### src/rtl/id_ex_stage.sv
// ---------------------------------------------------------------------------
// id_ex_stage
// ID/EX pipeline register with load-use hazard detection and a saturating
// counter of inserted bubbles.
//
// Ports
//   clk            rising-edge clock
//   rst_n          synchronous active-low reset (loads the bubble state)
//   ID_*           decoded instruction from the decode stage
//   flush          squash the instruction entering EX (taken branch/jump)
//   mem_stall      downstream memory not ready; freezes the register
//   EX_*           registered instruction presented to the execute stage
//   hazard_stall   combinational; freezes PC and IF/ID while a load-use
//                  bubble is being inserted
//   stall_count    saturating count of inserted load-use bubbles
// ---------------------------------------------------------------------------
module id_ex_stage (
    input  logic       clk,
    input  logic       rst_n,
    input  logic       ID_valid,
    input  logic [4:0] ID_rs,
    input  logic [4:0] ID_rt,
    input  logic [4:0] ID_rd,
    input  logic [7:0] ID_rs_data,
    input  logic [7:0] ID_rt_data,
    input  logic [7:0] ID_imm,
    input  logic       ID_RegWrite,
    input  logic       ID_MemRead,
    input  logic       ID_MemWrite,
    input  logic       ID_ALUSrc,
    input  logic       ID_uses_rt,
    input  logic [3:0] ID_ALUop,
    input  logic       flush,
    input  logic       mem_stall,
    output logic       EX_valid,
    output logic       EX_RegWrite,
    output logic       EX_MemRead,
    output logic       EX_MemWrite,
    output logic       EX_ALUSrc,
    output logic [4:0] EX_rs,
    output logic [4:0] EX_rt,
    output logic [4:0] EX_rd,
    output logic [7:0] EX_rs_data,
    output logic [7:0] EX_rt_data,
    output logic [7:0] EX_imm,
    output logic [3:0] EX_ALUop,
    output logic       hazard_stall,
    output logic [7:0] stall_count
);

    // Register index 31 means "no register" and never creates a dependency.
    localparam logic [4:0] NO_REG = 5'd31;

    logic       r_valid, r_reg_write, r_mem_read, r_mem_write, r_alu_src;
    logic [4:0] r_rs, r_rt, r_rd;
    logic [7:0] r_rs_data, r_rt_data, r_imm;
    logic [3:0] r_alu_op;
    logic [7:0] r_stall_count;

    logic       w_valid, w_reg_write, w_mem_read, w_mem_write, w_alu_src;
    logic [4:0] w_rs, w_rt, w_rd;
    logic [7:0] w_rs_data, w_rt_data, w_imm;
    logic [3:0] w_alu_op;

    logic       w_rs_match, w_rt_match, w_raw_hz;
    logic       w_bubble, w_hold;

    // Load-use detection against the instruction currently in EX.
    assign w_rs_match = (r_rd == ID_rs) && (ID_rs != NO_REG);
    assign w_rt_match = ID_uses_rt && (r_rd == ID_rt) && (ID_rt != NO_REG);
    assign w_raw_hz   = ID_valid && r_valid && r_mem_read && (r_rd != NO_REG)
                        && (w_rs_match || w_rt_match);

    // A flush or a memory stall takes precedence, so no bubble request then.
    assign hazard_stall = w_raw_hz && !flush && !mem_stall;

    // Flush always squashes; otherwise a memory stall freezes the register.
    // An invalid decode slot is captured as a bubble so that stale control
    // bits can never act in EX.
    assign w_hold   = mem_stall && !flush;
    assign w_bubble = flush || (!mem_stall && (w_raw_hz || !ID_valid));

    always_comb begin
        w_valid     = r_valid;
        w_reg_write = r_reg_write;
        w_mem_read  = r_mem_read;
        w_mem_write = r_mem_write;
        w_alu_src   = r_alu_src;
        w_alu_op    = r_alu_op;
        w_rs        = r_rs;
        w_rt        = r_rt;
        w_rd        = r_rd;
        w_rs_data   = r_rs_data;
        w_rt_data   = r_rt_data;
        w_imm       = r_imm;
        if (w_bubble) begin
            w_valid     = 1'b0;
            w_reg_write = 1'b0;
            w_mem_read  = 1'b0;
            w_mem_write = 1'b0;
            w_alu_src   = 1'b0;
            w_alu_op    = 4'd0;
            w_rs        = NO_REG;
            w_rt        = NO_REG;
            w_rd        = NO_REG;
            w_rs_data   = 8'd0;
            w_rt_data   = 8'd0;
            w_imm       = 8'd0;
        end else if (!w_hold) begin
            w_valid     = ID_valid;
            w_reg_write = ID_RegWrite;
            w_mem_read  = ID_MemRead;
            w_mem_write = ID_MemWrite;
            w_alu_src   = ID_ALUSrc;
            w_alu_op    = ID_ALUop;
            w_rs        = ID_rs;
            w_rt        = ID_rt;
            w_rd        = ID_rd;
            w_rs_data   = ID_rs_data;
            w_rt_data   = ID_rt_data;
            w_imm       = ID_imm;
        end
    end

    always_ff @(posedge clk) begin
        if (!rst_n) begin
            r_valid     <= 1'b0;
            r_reg_write <= 1'b0;
            r_mem_read  <= 1'b0;
            r_mem_write <= 1'b0;
            r_alu_src   <= 1'b0;
            r_alu_op    <= 4'd0;
            r_rs        <= NO_REG;
            r_rt        <= NO_REG;
            r_rd        <= NO_REG;
            r_rs_data   <= 8'd0;
            r_rt_data   <= 8'd0;
            r_imm       <= 8'd0;
        end else begin
            r_valid     <= w_valid;
            r_reg_write <= w_reg_write;
            r_mem_read  <= w_mem_read;
            r_mem_write <= w_mem_write;
            r_alu_src   <= w_alu_src;
            r_alu_op    <= w_alu_op;
            r_rs        <= w_rs;
            r_rt        <= w_rt;
            r_rd        <= w_rd;
            r_rs_data   <= w_rs_data;
            r_rt_data   <= w_rt_data;
            r_imm       <= w_imm;
        end
    end

    // Counts only bubbles actually inserted for load-use; holds at 255.
    always_ff @(posedge clk) begin
        if (!rst_n) begin
            r_stall_count <= 8'd0;
        end else if (hazard_stall && (r_stall_count != 8'hFF)) begin
            r_stall_count <= r_stall_count + 8'd1;
        end
    end

    assign EX_valid    = r_valid;
    assign EX_RegWrite = r_reg_write;
    assign EX_MemRead  = r_mem_read;
    assign EX_MemWrite = r_mem_write;
    assign EX_ALUSrc   = r_alu_src;
    assign EX_ALUop    = r_alu_op;
    assign EX_rs       = r_rs;
    assign EX_rt       = r_rt;
    assign EX_rd       = r_rd;
    assign EX_rs_data  = r_rs_data;
    assign EX_rt_data  = r_rt_data;
    assign EX_imm      = r_imm;
    assign stall_count = r_stall_count;

endmodule

### config.mk
export PLATFORM = sky130hd
export DESIGN_NAME = id_ex_stage
export DESIGN_NICKNAME = d
export VERILOG_FILES = /design/src/rtl/id_ex_stage.sv
export SDC_FILE = /design/constraint.sdc
export NUM_CORES = 1
export LEC_CHECK = 0
export ABC_AREA = 1
export BUFFER_PORTS_ARGS = -buffer_cell sky130_fd_sc_hd__buf_4
export CAP_MARGIN = 10
export CORE_MARGIN = 5
export CORE_UTILIZATION = 30
export CTS_BUF_LIST = sky130_fd_sc_hd__clkbuf_16
export DETAILED_ROUTE_END_ITERATION = 10
export GPL_ROUTABILITY_DRIVEN = 0
export HOLD_SLACK_MARGIN = 0.06
export PLACE_DENSITY = 0.58
export SLEW_MARGIN = 20
export SYNTH_ARGS = -nofsm -noshare
export SYNTH_HDL_FRONTEND = slang
export SYNTH_SLANG_ARGS = --single-unit
### constraint.sdc
create_clock -name clk -period 1.4 [get_ports clk]
set_input_delay 0.07 -clock clk [delete_from_list [all_inputs] [get_ports clk]]
set_output_delay 0.07 -clock clk [all_outputs]
set_load 0.02 [all_outputs]
==> metrics, run 1 <==
Synth Register Bits 56; worst r2r src EX_rd[2]$_SDFFE_PP1N_; drt pass-1 iters 4; Final setup viols 57; initial antenna violation count 0; Die H 100 µm; total track usage 14.3%; reg-to-reg critical path endpoint stall_count[0]$_SDFFE_PN0P_; number of global-route vias before repair 2531; critical path data arrival time 1460 ps; fraction of layout cells with a size suffix above 1 45.3%; crit path cell chain nand3_1, nor2_2, buf_4, nor2_1, buf_4, nand3_4, inv_2, buf_6; die footprint approximately 10000 µm²; clk slew on worst S/H paths ~80 ps; Synth Area per Inst 8.52 µm²; top fanout value on the critical path 5; Mapped Area 2450 µm²; skew final approximately 9.6 ps; clock root cell clkbuf_16; synth warn 0; P_leak 0.00212 µW; sequential fraction of the synthesis area between 40% and 50%; Worst Slack Setup Final -130 ps; routed wire length 7380 µm; power share of the clock group 35.4%; register area 1140 µm²; # rows 33; Hold Path Class in2reg; Unique masters post-synth 26; Hold Path End EX_valid$_SDFFE_PP0N_; Setup crit end kind output port; Worst-Margin Slew roughly 830 ps; routed wire length per instance 13.0 µm; CTS tree built; first-pass GRT wire length 11700 µm; CP required ~1300 ps; Final Cycle Share 109%; final slew viol count 0; cell count after synthesis 288; Finished Layout Cells ~570; overall power 3650 µW; critical path buffer and inverter count 4; Congestion Overflow GR 0; largest net degree at the start of global routing 29; DP Cell Count 514; Comb pwr share 18.9%; CP max stage delay about 370 ps; largest delay contributor family on the critical path buffers and inverters; final hold violation count 0; area of the multi-input gates between 1000 and 1500 µm²; status complete, but fails checks; net switching power 970 µW; Fill cells 802; final core occ between 50% and 60%; vias 2549; CTS buffer count 5; post-DP HPWL around 5000 µm; diode count 0; clk buf depth 2; IO Pins 110; Via density 4.50; CP most frequent cell buf_4; Peak supply drop 0.000488 V; area grow syn2layout 73.5%; PwrDens 859 nW/µm²; switching share of power 26.6%; Crit Path Class reg2out; IO buf count 109; Nets 514; hold path start ID_valid; Die W 100 µm; relative slew slack approximately 44%; flop2flop setup slack -110 ps; fin crit period between 1500 and 2000 ps; setup TNS -4140 ps; Initial Util 30.3%; CTS HTree Levels 2; failing checks negative setup slack; Register-to-Register Path Depth 9; Worst-Skew Late Latency 300 ps; Worst Hold Slack 76.7 ps; RSZ-0062 raised after global routing true; f_max 654 MHz; Hold Path Depth 3; core area 8090 µm²; initial drt markers 53; Routed Antenna Nets 0; Crit-path slowest cell dfxtp_4; Internal Pwr Total roughly 2700 µW; sequential share of power 45.7%; # DRC 0; max_cap viols 0; synthesized net count 342; clock sink total 56; startpoint types flip-flop
==> worst reg2reg max path, delay by kind of cell, from the launching register on <==
| family | cells | cell delay [ps] |
|---|---|---|
| compound gates | 1 | 120 |
| buf+inv | 2 | 270 |
| flops | 1 | 370 |
| simple gates | 6 | 700 |
==> repair_timing <==
item | in CTS | in global routing
setup buffers | 1 | 1
pin swaps | 6 | 12
gates resized for setup | 12 | 22
hold endpoints to repair | 38 | 0
endpoints found under the setup margin | 57 | 57
hold buffers | 38 | 0
gates cloned | 3 | 1
==> worst max-delay path by stage <==
stage,startpoint,to,depth (start not counted)
2_1_floorplan,EX_rd[3]$_SDFFE_PP1N_,EX_ALUSrc$_SDFFE_PP0N_,11
3_3_place_gp,EX_rd[1]$_SDFFE_PP1N_,EX_imm[0]$_SDFFE_PP0N_,10
3_5_place_dp,EX_rd[3]$_SDFFE_PP1N_,EX_imm[1]$_SDFFE_PP0N_,10
4_1_cts,EX_rd[2]$_SDFFE_PP1N_,hazard_stall,10
5_1_grt,EX_rd[1]$_SDFFE_PP1N_,stall_count[5]$_SDFFE_PN0P_,11
6_report,EX_rd[2]$_SDFFE_PP1N_,hazard_stall,8
==> state kept, by name (all words and copies together) (netlist names), 4 cells and up <==
register,cells
EX_rs_data,8
EX_rt_data,8
EX_rt,5
stall_count,8
EX_ALUop,4
EX_imm,8
EX_rd,5
EX_rs,5
==> power groups by stage <==
stage	logic, µW	clock network [µW]	registers (µW)
after floorplan	239	0	1760
after global placement	545	0	1710
after detailed placement	552	0	1700
after CTS	671	1360	1670
after global routing	752	1400	1670
final	691	1290	1670
==> area by class of cell <==
class                   instances  share of cell area (%)
clock buffers                   5                    2.94
clock inverters                 3                   0.618
inverters                      19                    1.68
multi-input cells             205                    30.9
flip-flops and latches         56                    26.9
well taps                     105                    3.09
repair buffers                173                    33.9
==> placed cells by master (no fill, tap or decap), types with 3 or more instances in the layout <==
cell type,n
nor2_1,21
nor2_2,26
xor2_1,4
nand3_1,23
inv_1,13
dfxtp_1,49
mux2i_1,35
clkbuf_16,5
nand2_2,11
dlygate4sd3_1,38
nand2_8,3
a21oi_1,6
o21ai_0,9
nand2_1,46
buf_4,130
inv_2,5
a21oi_2,6
dfxtp_4,5
==> routing by layer <==
metal / GRT usage, % / vias up / share of wire [%]
li1: - / 1290 / -
met1: 17.6 / 1179 / 42
met2: 24.4 / 72 / 50
met3: 4.79 / 8 / 7.2
met4: 2.80 / 0 / 1.0
met5: 0 / - / 0
==> cells by family (layout without fill, tap and decap cells) <==
kind of cell | after synthesis | after routing | share of synthesized area, %
xor+xnor | 6 | 6 | 2.14
compound gates | 25 | 25 | 5.51
fa+ha+maj | 1 | 1 | 0.510
buf+inv | 30 | 200 | 6.43
flops | 56 | 56 | 45.7
mux | 35 | 35 | 14.3
simple gates | 135 | 138 | 25.4
==> per-stage QoR <==
stage	cell area, µm²	setup slack (ps)
2_1_floorplan	2480	-33.5
5_1_grt	4250	-227
3_3_place_gp	3530	-102
3_5_place_dp	3530	-130
6_report	4250	-130
4_1_cts	4160	-130
==> Yosys cell counts (all sizes together) <==
cell type	number	share of area, %
xnor2	2	0.71
a21o	1	0.61
o21ai	12	2.4
dfxtp	56	46
clkinv	1	0.15
nand2	58	9.5
nor3	1	0.20
buf	8	3.1
ha	1	0.51
clkbuf	3	0.46
inv	18	2.8
nand3	25	5.1
mux2i	35	14
nor2	49	10
xor2	4	1.4
nand4	1	0.26
or2	1	0.26
a21oi	12	2.4
Note: power is estimated with default switching activity, not from simulation.
==> run 2: changes to the inputs <==
CTS_BUF_LIST = sky130_fd_sc_hd__clkbuf_4   (was sky130_fd_sc_hd__clkbuf_16)
==> run 2 against run 1 <==
Against the previous run: the flow still finishes with violations (negative setup slack); clock power fell by 39%; first-iteration DRC count is 3.8% lower; core utilization rose by 2.7 points.
==> metrics, run 2 (synthesized netlist as in run 1, its figures left out) <==
Peak supply drop ~0.00040 V; first-pass GRT wire length between 10000 and 15000 µm; Fill cells roughly 770; DR top layer met4; # DRC 0; CTS buffer count 5; startpoint types flip-flop; diode count 0; initial antenna violation count 0; worst r2r src EX_rd[2]$_SDFFE_PP1N_; drt pass-1 iters 4; final slew viol count 0; die footprint 10100 µm²; number of global-route vias before repair 2595; skew final 16.5 ps; Die H 100 µm; flop2flop setup slack -280 ps; vias 2607; critical path buffer and inverter count 2; P_leak 0.00218 µW; area grow syn2layout 82.2%; clk slew on worst S/H paths 170 ps; Hold Path Class in2reg; DR WL met3 517 µm; Die W between 100 and 150 µm; crit path cell chain nand2_1, nand3_1, nor2_1, nand3_1, nand2_2, buf_6, nand2_4, a21o_4, buf_12, nand2_8, nor2_4; Final Cycle Share 120%; clock root cell clkbuf_4; relative slew slack 37.6%; f_max 596 MHz; Register-to-Register Path Depth 11; final hold violation count 0; Routed Antenna Nets 0; Setup crit end kind flip-flop; setup TNS -11750 ps; clock sink total 56; Nets 527; Worst Slack Setup Final -279 ps; IO Pins 110; routed wire length just under 8000 µm; most frequent cells in the layout buf_4 (130), dfxtp_1 (49), dlygate4sd3_1 (48); fraction of layout cells with a size suffix above 1 50.0%; CTS HTree Levels 2; WL met2 3890 µm; Worst-Skew Late Latency 390 ps; largest delay contributor family on the critical path simple AND/OR/NAND/NOR gates; clk buf depth 2; hold path start rst_n; Hold Path Depth 4; CP required 1700 ps; CP Depth 11; total track usage about 15%; post-DP HPWL 5020 µm; CP max stage delay 410 ps; Crit-path slowest cell dfxtp_4; status complete, but fails checks; Worst Hold Slack 84.2 ps; critical path data arrival time just under 2000 ps; Crit Path Class reg2reg; Hold Path End stall_count[1]$_SDFFE_PN0P_; Via density approximately 4.5; IO buf count 109; core area 8090 µm²; max_cap viols 0; Initial Util 30.3%; worst setup path start EX_rd[2]$_SDFFE_PP1N_; routed wire length per instance 13.3 µm; CP most frequent cell nand3_1; RSZ-0062 raised after global routing true; met1 WL 3220 µm; largest net degree at the start of global routing 29; Worst-Margin Slew just over 900 ps; top fanout value on the critical path 5; reg-to-reg critical path endpoint EX_rs_data[2]$_SDFFE_PP0N_; Congestion Overflow GR 0; # rows 33; PwrDens 723 nW/µm²; failing checks negative setup slack; Final setup viols 57; initial drt markers 51; commonest non-fill, non-tap cell in the layout buf_4; CTS tree built; fin crit period 1680 ps
-- run 2: layout make-up --
| cell class | instances | area [µm²] | share of cell area (%) |
|---|---|---|---|
| clock inverter | 3 | 26.3 | 0.588 |
| multi-input combinational | 205 | 1460 | 32.6 |
| sequential | 56 | 1140 | 25.6 |
| clock buffer | 5 | 37.5 | 0.840 |
| tap | 105 | 131 | 2.94 |
| inverter | 19 | 78.8 | 1.76 |
| timing repair buffer | 186 | 1600 | 35.8 |
-- run 2: how the worst max path moves through the flow --
stage / endpoint / slack (ps)
2_1_floorplan: EX_ALUSrc$_SDFFE_PP0N_ / -30
3_3_place_gp: EX_imm[0]$_SDFFE_PP0N_ / -100
3_5_place_dp: EX_imm[1]$_SDFFE_PP0N_ / -130
4_1_cts: hazard_stall / -250
5_1_grt: stall_count[4]$_SDFFE_PN0P_ / -360
6_report: EX_rs_data[2]$_SDFFE_PP0N_ / -280
-- run 2: where the power goes --
| group | internal [µW] | switching (µW) | total (µW) |
|---|---|---|---|
| logic | 405 | 364 | 769 |
| registers | 1640 | 35.3 | 1670 |
| clock network | 215 | 575 | 790 |
-- run 2: stage by stage --
| step | worst slack, ps | instance area (µm²) | total power [µW] | instances | utilization (%) |
|---|---|---|---|---|---|
| finish | -279 | 4470 | 3230 | 579 | 55.2 |
| global placement | -102 | 3530 | 2250 | 514 | 43.6 |
| global route | -356 | 4470 | 3390 | 579 | 55.2 |
| floorplan | -33.5 | 2480 | 2000 | 288 | - |
| detailed placement | -130 | 3530 | 2260 | 514 | 43.6 |
| CTS | -246 | 4240 | 3210 | 577 | 52.3 |
-- run 2: worst min-delay path: cells and delay by family --
| family | cells | cell delay, ps |
|---|---|---|
| AOI/OAI and AO/OA | 1 | 40 |
| buffers and inverters | 3 | 340 |
-- run 2: layer usage --
metal	up-vias	GRT usage, %
met5	-	0
met2	70	26.0
met3	9	4.59
met4	0	3.42
li1	1313	-
met1	1215	17.9
-- run 2: what timing repair did --
action,4_1_cts,5_1_grt
setup buffers,3,2
gates resized for setup,16,55
gates cloned,4,0
hold buffers,48,0
hold endpoints to repair,48,0
endpoints found under the setup margin,57,57
pin swaps,4,21
